`src/rtl/bf_io_bridge.sv`:
```
// Byte I/O bridge between the cpu byte bus and a host valid/ready stream.
// Host->cpu input FIFO and cpu->host output FIFO (show-ahead), with drop accounting on output.
module bf_io_bridge #(
    parameter int unsigned DATA_WIDTH     = 8,
    parameter int unsigned IN_DEPTH_LOG2  = 4,
    parameter int unsigned OUT_DEPTH_LOG2 = 4
) (
    input  logic                      clk,
    input  logic                      rst,
    input  logic [DATA_WIDTH-1:0]     host_in_data,
    input  logic                      host_in_valid,
    output logic                      host_in_ready,
    output logic [DATA_WIDTH-1:0]     cpu_data_in,
    output logic                      cpu_data_available,
    input  logic                      cpu_data_read,
    input  logic [DATA_WIDTH-1:0]     cpu_data_out,
    input  logic                      cpu_data_out_en,
    output logic [DATA_WIDTH-1:0]     host_out_data,
    output logic                      host_out_valid,
    input  logic                      host_out_ready,
    output logic [IN_DEPTH_LOG2:0]    in_level,
    output logic [OUT_DEPTH_LOG2:0]   out_level,
    output logic                      out_overflow,
    output logic [7:0]                drop_count,
    input  logic                      overflow_clear
);

    localparam int unsigned IN_PW     = IN_DEPTH_LOG2 + 1;
    localparam int unsigned OUT_PW    = OUT_DEPTH_LOG2 + 1;
    localparam int unsigned IN_DEPTH  = 1 << IN_DEPTH_LOG2;
    localparam int unsigned OUT_DEPTH = 1 << OUT_DEPTH_LOG2;

    // ---------------- input FIFO (host -> cpu) ----------------
    logic [DATA_WIDTH-1:0] in_mem [IN_DEPTH];
    logic [IN_PW-1:0]      in_wr;
    logic [IN_PW-1:0]      in_rd;
    logic                  in_full;
    logic                  in_empty;
    logic                  in_push;
    logic                  in_pop;

    always_comb begin
        in_level           = in_wr - in_rd;
        in_full            = (in_level == IN_PW'(IN_DEPTH));
        in_empty           = (in_level == '0);
        host_in_ready      = !rst && !in_full;
        in_push            = host_in_valid && host_in_ready;
        cpu_data_available = !in_empty;
        in_pop             = !rst && cpu_data_read && !in_empty;
        cpu_data_in        = in_empty ? '0 : in_mem[in_rd[IN_DEPTH_LOG2-1:0]];
    end

    always_ff @(posedge clk) begin
        if (rst) begin
            in_wr <= '0;
            in_rd <= '0;
        end else begin
            if (in_push)
                in_wr <= in_wr + IN_PW'(1);
            if (in_pop)
                in_rd <= in_rd + IN_PW'(1);
        end
    end

    always_ff @(posedge clk) begin
        if (in_push)
            in_mem[in_wr[IN_DEPTH_LOG2-1:0]] <= host_in_data;
    end

    // ---------------- output FIFO (cpu -> host) ----------------
    logic [DATA_WIDTH-1:0] out_mem [OUT_DEPTH];
    logic [OUT_PW-1:0]     out_wr;
    logic [OUT_PW-1:0]     out_rd;
    logic                  out_full;
    logic                  out_empty;
    logic                  out_drain;
    logic                  out_capture;
    logic                  out_drop;

    // A drain in the same cycle frees the slot the capture writes into.
    always_comb begin
        out_level      = out_wr - out_rd;
        out_full       = (out_level == OUT_PW'(OUT_DEPTH));
        out_empty      = (out_level == '0);
        host_out_valid = !out_empty;
        host_out_data  = out_empty ? '0 : out_mem[out_rd[OUT_DEPTH_LOG2-1:0]];
        out_drain      = !rst && host_out_valid && host_out_ready;
        out_capture    = !rst && cpu_data_out_en && (!out_full || out_drain);
        out_drop       = !rst && cpu_data_out_en && !out_capture;
    end

    always_ff @(posedge clk) begin
        if (rst) begin
            out_wr <= '0;
            out_rd <= '0;
        end else begin
            if (out_capture)
                out_wr <= out_wr + OUT_PW'(1);
            if (out_drain)
                out_rd <= out_rd + OUT_PW'(1);
        end
    end

    always_ff @(posedge clk) begin
        if (out_capture)
            out_mem[out_wr[OUT_DEPTH_LOG2-1:0]] <= cpu_data_out;
    end

    // A drop coinciding with overflow_clear restarts the count at one.
    always_ff @(posedge clk) begin
        if (rst) begin
            out_overflow <= 1'b0;
            drop_count   <= '0;
        end else if (out_drop) begin
            out_overflow <= 1'b1;
            if (overflow_clear)
                drop_count <= 8'd1;
            else if (drop_count != 8'hFF)
                drop_count <= drop_count + 8'd1;
        end else if (overflow_clear) begin
            out_overflow <= 1'b0;
            drop_count   <= '0;
        end
    end

endmodule
```
`config.mk`:
```
export PLATFORM = sky130hd
export DESIGN_NAME = bf_io_bridge
export DESIGN_NICKNAME = d
export VERILOG_FILES = /design/src/rtl/bf_io_bridge.sv
export SDC_FILE = /design/constraint.sdc
export NUM_CORES = 1
export LEC_CHECK = 0
export CORE_ASPECT_RATIO = 0.7
export CORE_MARGIN = 2
export CORE_UTILIZATION = 50
export CTS_BUF_LIST = sky130_fd_sc_hd__clkbuf_2
export DETAILED_ROUTE_END_ITERATION = 8
export GPL_TIMING_DRIVEN = 0
export PLACE_DENSITY = 0.68
export REMOVE_ABC_BUFFERS = 1
export SLEW_MARGIN = 10
export SYNTH_ARGS = -nofsm -noshare
export SYNTH_HDL_FRONTEND = slang
export SYNTH_SLANG_ARGS = --single-unit
```
`constraint.sdc`:
```
create_clock -name clk -period 4.45 [get_ports clk]
set_clock_uncertainty 0.05 [all_clocks]
set_input_delay 0.445 -clock clk [delete_from_list [all_inputs] [get_ports clk]]
set_output_delay 0.445 -clock clk [all_outputs]
set_load 0.02 [all_outputs]
```
# Word level (Yosys, flattened, before mapping)
# Memories as Yosys holds them, arrays and structs flattened. A register that Yosys moved wholly into a read port is not among the register bits.
# Index checks and enable logic that the tools add are counted.
[classes]
n_addsub = 7
eq_ne = 3
mux = 16
n_reduce_logical = 21
[ops]
columns = ["cell", "n"]
rows = [
  ["$mux W8", 6],
  ["$add A5 B1 Y5 const B", 4],
  ["$mux W4", 4],
  ["$eq A5 B5 Y1 const B", 2],
  ["$logic_not A5 Y1", 2],
  ["$sub A5 B5 Y5", 2],
  ["$logic_and A1 B1 Y1", 9],
  ["$add A8 B1 Y8 const B", 1],
  ["$ne A8 B8 Y1 const B", 1],
  ["$logic_not A1 Y1", 6],
  ["$mux W1", 6],
  ["$reduce_bool A2 Y1", 2],
  ["$reduce_and A2 Y1", 1],
  ["$logic_or A1 B1 Y1", 1],
]
[totals]
ff_bits = 29
ram_bits = 256
in_bits = 23
out_inout_bits = 38
word_cells = 55
mem_count = 2
[memory_table]
columns = ["memory", "depth", "word_bits", "read_ports", "rd_ports_with_merged_regs", "wr", "line", "text"]
rows = [
  ["in_mem", 16, 8, 1, 1, 1, "34", "logic [DATA_WIDTH-1:0] in_mem [IN_DEPTH];"],
  ["out_mem", 16, 8, 1, 1, 1, "71", "logic [DATA_WIDTH-1:0] out_mem [OUT_DEPTH];"],
]

# Logic depth before layout (Yosys ltp)
[depth]
ltp_word = 11
depth_mapped = 12
ltp_nobuf = 10

# Worst setup path before layout
# Ideal clock, no wire load.
[synth_timing]
path_type = "flip-flop to flip-flop"
start = "register in_wr[0]"
end = "memory in_mem[3][0], enable pin"
setup_time_ns = 0.395
arrival_ns = 3.135
t_required_ns = 4.005
slack_ns = 0.870
stages_incl_launch_ff = 13
n_path_buf = 2
synth_period_minus_slack_ns = 3.580
path_cell_list = "dfxtp_1 > inv_1 > ha_1 > inv_1 > fa_1 > xor2_1 > or3_1 > nand4b_1 > a21boi_4 > nand2b_1 > buf_2 > buf_4 > nor4_1"
[synth_via]
elab_chain_len = 7
[synth_rtl]
columns = ["element", "line", "text"]
rows = [
  ["from (decl)", "35", "logic [IN_PW-1:0] in_wr;"],
  ["from (signal assigned)", "59", "in_wr <= in_wr + IN_PW'(1);"],
  ["$sub A5 B5 Y5", "43", "in_level = in_wr - in_rd;"],
  ["net in_level[2]", "21", "output logic [IN_DEPTH_LOG2:0] in_level,"],
  ["$eq A5 B5 Y1", "44", "in_full = (in_level == IN_PW'(IN_DEPTH));"],
  ["$logic_not A1 Y1", "46", "host_in_ready = !rst && !in_full;"],
  ["$logic_and A1 B1 Y1", "46", ""],
  ["$logic_and A1 B1 Y1", "47", "in_push = host_in_valid && host_in_ready;"],
  ["$mux W1", "66", "if (in_push)"],
  ["$mux W1 (not written as such)", "67", "in_mem[in_wr[IN_DEPTH_LOG2-1:0]] <= host_in_data;"],
  ["to (decl)", "34", ""],
]
# The timed path passes the listed nets, and every way through them passes these cells.

# Final worst setup path
[layout_timing]
start = "register out_wr[0]"
end = "output host_out_data[5]"
[layout_via]
elab_chain_len = 3
[layout_rtl]
columns = ["element", "line", "text"]
rows = [
  ["from (decl)", "72", "logic [OUT_PW-1:0] out_wr;"],
  ["from (signal assigned)", "98", "out_wr <= out_wr + OUT_PW'(1);"],
  ["$sub A5 B5 Y5", "82", "out_level = out_wr - out_rd;"],
  ["$logic_not A5 Y1", "84", "out_empty = (out_level == '0);"],
  ["$mux W8", "86", "host_out_data = out_empty ? '0 : out_mem[out_rd[OUT_DEPTH_LOG2-1:0]];"],
  ["to (decl)", "18", "output logic [DATA_WIDTH-1:0] host_out_data,"],
]
# No other way between the ends.

==> results.json <==
{
  "status": "complete, no violations",
  "fin_crit_sh": 0.942,
  "routed-via-count": 6500,
  "gp_congestion": 0.797,
  "max_freq_mhz": 239,
  "clk_pin_slew_worst_paths_ps": 110,
  "nets": 815,
  "finalSetupViolCount": 0,
  "gr-usage-all-layers": 0.200,
  "cts_sinks": 293,
  "syn_inst": 657,
  "p_leak_nw": 4.63,
  "first_global_vias": 6593,
  "syn_area_sq_um": 12000,
  "synth_edf_count": 256,
  "die_area_sq_um": 25400,
  "cts_tree": "done",
  "drt-initial-drc-count": 545,
  "first_pass_iters": 5,
  "dpl_cell_area_sq_um": 13000,
  "postRouteAntennaNets": 0,
  "antenna_found_initial": 1,
  "slew_violations": 0,
  "initial_core_util": 0.509,
  "mostFrequentLayoutCells": "256 x edfxtp_1, 110 x clkbuf_2, 80 x mux4_2, 52 x clkdlybuf4s50_1, 32 x dfxtp_1",
  "yosysSeqAreaShare": 0.700,
  "grt-ovfl-total": 0,
  "ys.warnings.count": 0,
  "die_h_um": 134,
  "port_buffers": 60,
  "worst_slew_pin_slew_ps": 1270,
  "maxSlewHeadroom": 0.152,
  "cp_max_fo": 11,
  "ys_types": 51,
  "wirelength_mm": 24.5,
  "rsz0062_at_grt": "false",
  "setup_tns_ps": 0,
  "fp-row-count": 47,
  "routedWlPerCell_um": 21.4,
  "cts_hold_buf": 0,
  "cts_buffers": 70,
  "synth_seq_cells": 293,
  "critPathKind": "register to output pin",
  "dieWidth_um": 190,
  "drive_gt1_frac": 0.295,
  "hold_viol_final": 0,
  "clkLatencyLatePin_ps": 830,
  "vdd_drop_max_mv": 0.418,
  "design_area_sq_um": 13900,
  "h-tree-depth": 3,
  "ys_async_sr_fraction": 0,
  "cp-start-kind": "register",
  "cts_buffer_depth": 3,
  "dp_hpwl_mm": 16.1,
  "final.min_clock_period_ps": 4190,
  "cellPowerDensity_nw_per_um2": 555,
  "syn_to_final_growth_pct": 15.0,
  "grt_pass1_wl_mm": 37.8,
  "avgSynthCellArea_sq_um": 18.3,
  "maxCapViolCount": 0,
  "hp-class": "input port to register",
  "core-area_sq_um": 23600,
  "final_common_cell": "edfxtp_1",
  "cp-end-kind": "output pin",
  "critPathArrivalTime_ps": 3700,
  "ys.flop_type": "edfxtp_1",
  "cp_data_required_time_ps": 3950,
  "clockRootBuffer": "clkbuf_2",
  "io_pins": 61,
  "drc_errors": 0,
  "viasPerCell": 5.69,
  "grt_max_degree": 32
}
==> cell families (layout without fill, tap and decap cells) <==
| group | count (synthesis) | in the layout | synth area share |
|---|---|---|---|
| compound gates | 49 | 49 | 0.0263 |
| xor+xnor | 19 | 19 | 0.0144 |
| fa+ha+maj | 21 | 21 | 0.0231 |
| buf+inv | 58 | 225 | 0.0208 |
| flops | 293 | 293 | 0.700 |
| mux | 83 | 83 | 0.152 |
| other cells | 0 | 1 | 0 |
| simple gates | 134 | 134 | 0.0636 |
==> report_power, final <==
part | total (W) | internal (W) | leakage [nW] | switching [W]
combinational | 0.00270 | 0.00134 | 1.52 | 0.00136
clock | 0.00176 | 0.000714 | 0.497 | 0.00104
sequential | 0.00323 | 0.00307 | 2.61 | 0.000152
==> layout make-up <==
class                           instances  area, sq um
Inverter                               25         93.8
Antenna cell                            1         2.50
Fill cell                            1825         9790
Timing Repair Buffer                   75          796
Multi-Input combinational cell        306         3470
Clock buffer                          110          551
Clock inverter                         15          105
Sequential cell                       293         8430
Tap cell                              318          398
==> per-stage QoR <==
step | setup slack (ps) | power (W) | utilization | std cells | hold WS [ps]
2_1_floorplan | 810 | 0.00478 | - | 624 | 409
5_1_grt | 22.0 | 0.00807 | 0.586 | 1143 | 259
4_1_cts | 8.88 | 0.00768 | 0.582 | 1138 | 249
6_report | 258 | 0.00768 | 0.586 | 1143 | 336
3_3_place_gp | -262 | 0.00569 | 0.545 | 1002 | 429
3_5_place_dp | -498 | 0.00578 | 0.552 | 1010 | 423
==> synth_stat cells, types with 3 or more instances <==
| library cell | number | share of area |
|---|---|---|
| edfxtp_1 | 256 | 0.64 |
| mux4_2 | 80 | 0.15 |
| dfxtp_1 | 37 | 0.062 |
| inv_1 | 24 | 0.0075 |
| nor2_1 | 21 | 0.0065 |
| nor2b_1 | 20 | 0.010 |
| and3_1 | 19 | 0.0099 |
| ha_1 | 19 | 0.020 |
| a21oi_1 | 16 | 0.0066 |
| clkbuf_1 | 16 | 0.0050 |
| nand2_1 | 16 | 0.0050 |
| nor3_1 | 15 | 0.0062 |
| o21ai_0 | 13 | 0.0054 |
| buf_2 | 11 | 0.0046 |
| xnor2_1 | 11 | 0.0080 |
| or3_1 | 9 | 0.0047 |
| xor2_1 | 7 | 0.0051 |
| nor4_1 | 6 | 0.0031 |
| nand4_1 | 5 | 0.0026 |
| o211ai_1 | 5 | 0.0031 |
| nand2b_1 | 4 | 0.0021 |
| nor4_2 | 4 | 0.0042 |
| a21oi_2 | 3 | 0.0022 |
| and2_1 | 3 | 0.0016 |
| buf_1 | 3 | 0.00093 |
| mux2i_1 | 3 | 0.0025 |
| nand3_1 | 3 | 0.0012 |
==> registers in the layout, summed over array words and instances, names as in the netlist, named ones only <==
signal        cells
out_overflow      1
out_wr            5
in_rd             5
out_rd            5
drop_count        8
in_mem          128
out_mem         128
in_wr             5
==> worst max-delay path, cell delays in order, from the launching register on <==
cell and delay [ps]:
dfxtp_1 400, inv_1 140, ha_1 250, fa_1 420, nand2b_1 170, a21oi_1 320
xnor2_2 240, nor2_4 140, nor2b_1 210, clkdlybuf4s50_1 640
==> per-layer routing <==
metal  share of wire  GRT usage  routed length (um)  vias to the layer above
li1                -          -                   -                     2893
met1            0.48      0.317               11700                     3315
met2            0.43      0.276               10600                      270
met3           0.081     0.0529                1980                       22
met4          0.0086     0.0568                 210                        0
met5               0          0                   0                        -
==> path summary, 6_finish.rpt <==
check                              startpoint                to  slack, ps  cells after the start
worst max register to register       in_wr[0]     in_mem[11][2]        270                     11
worst min-delay path            cpu_data_read          in_rd[1]        340                      3
worst max-delay path                out_wr[0]  host_out_data[5]        260                      9
worst min register to register       in_rd[3]          register        420                      2
==> repair_timing <==
action	4_1_cts	5_1_grt
buffers inserted	3	4
gates resized for setup	5	12
pin swaps	1	1
endpoints found under the setup margin	94	57
Note: power is estimated with default switching activity, not from simulation.
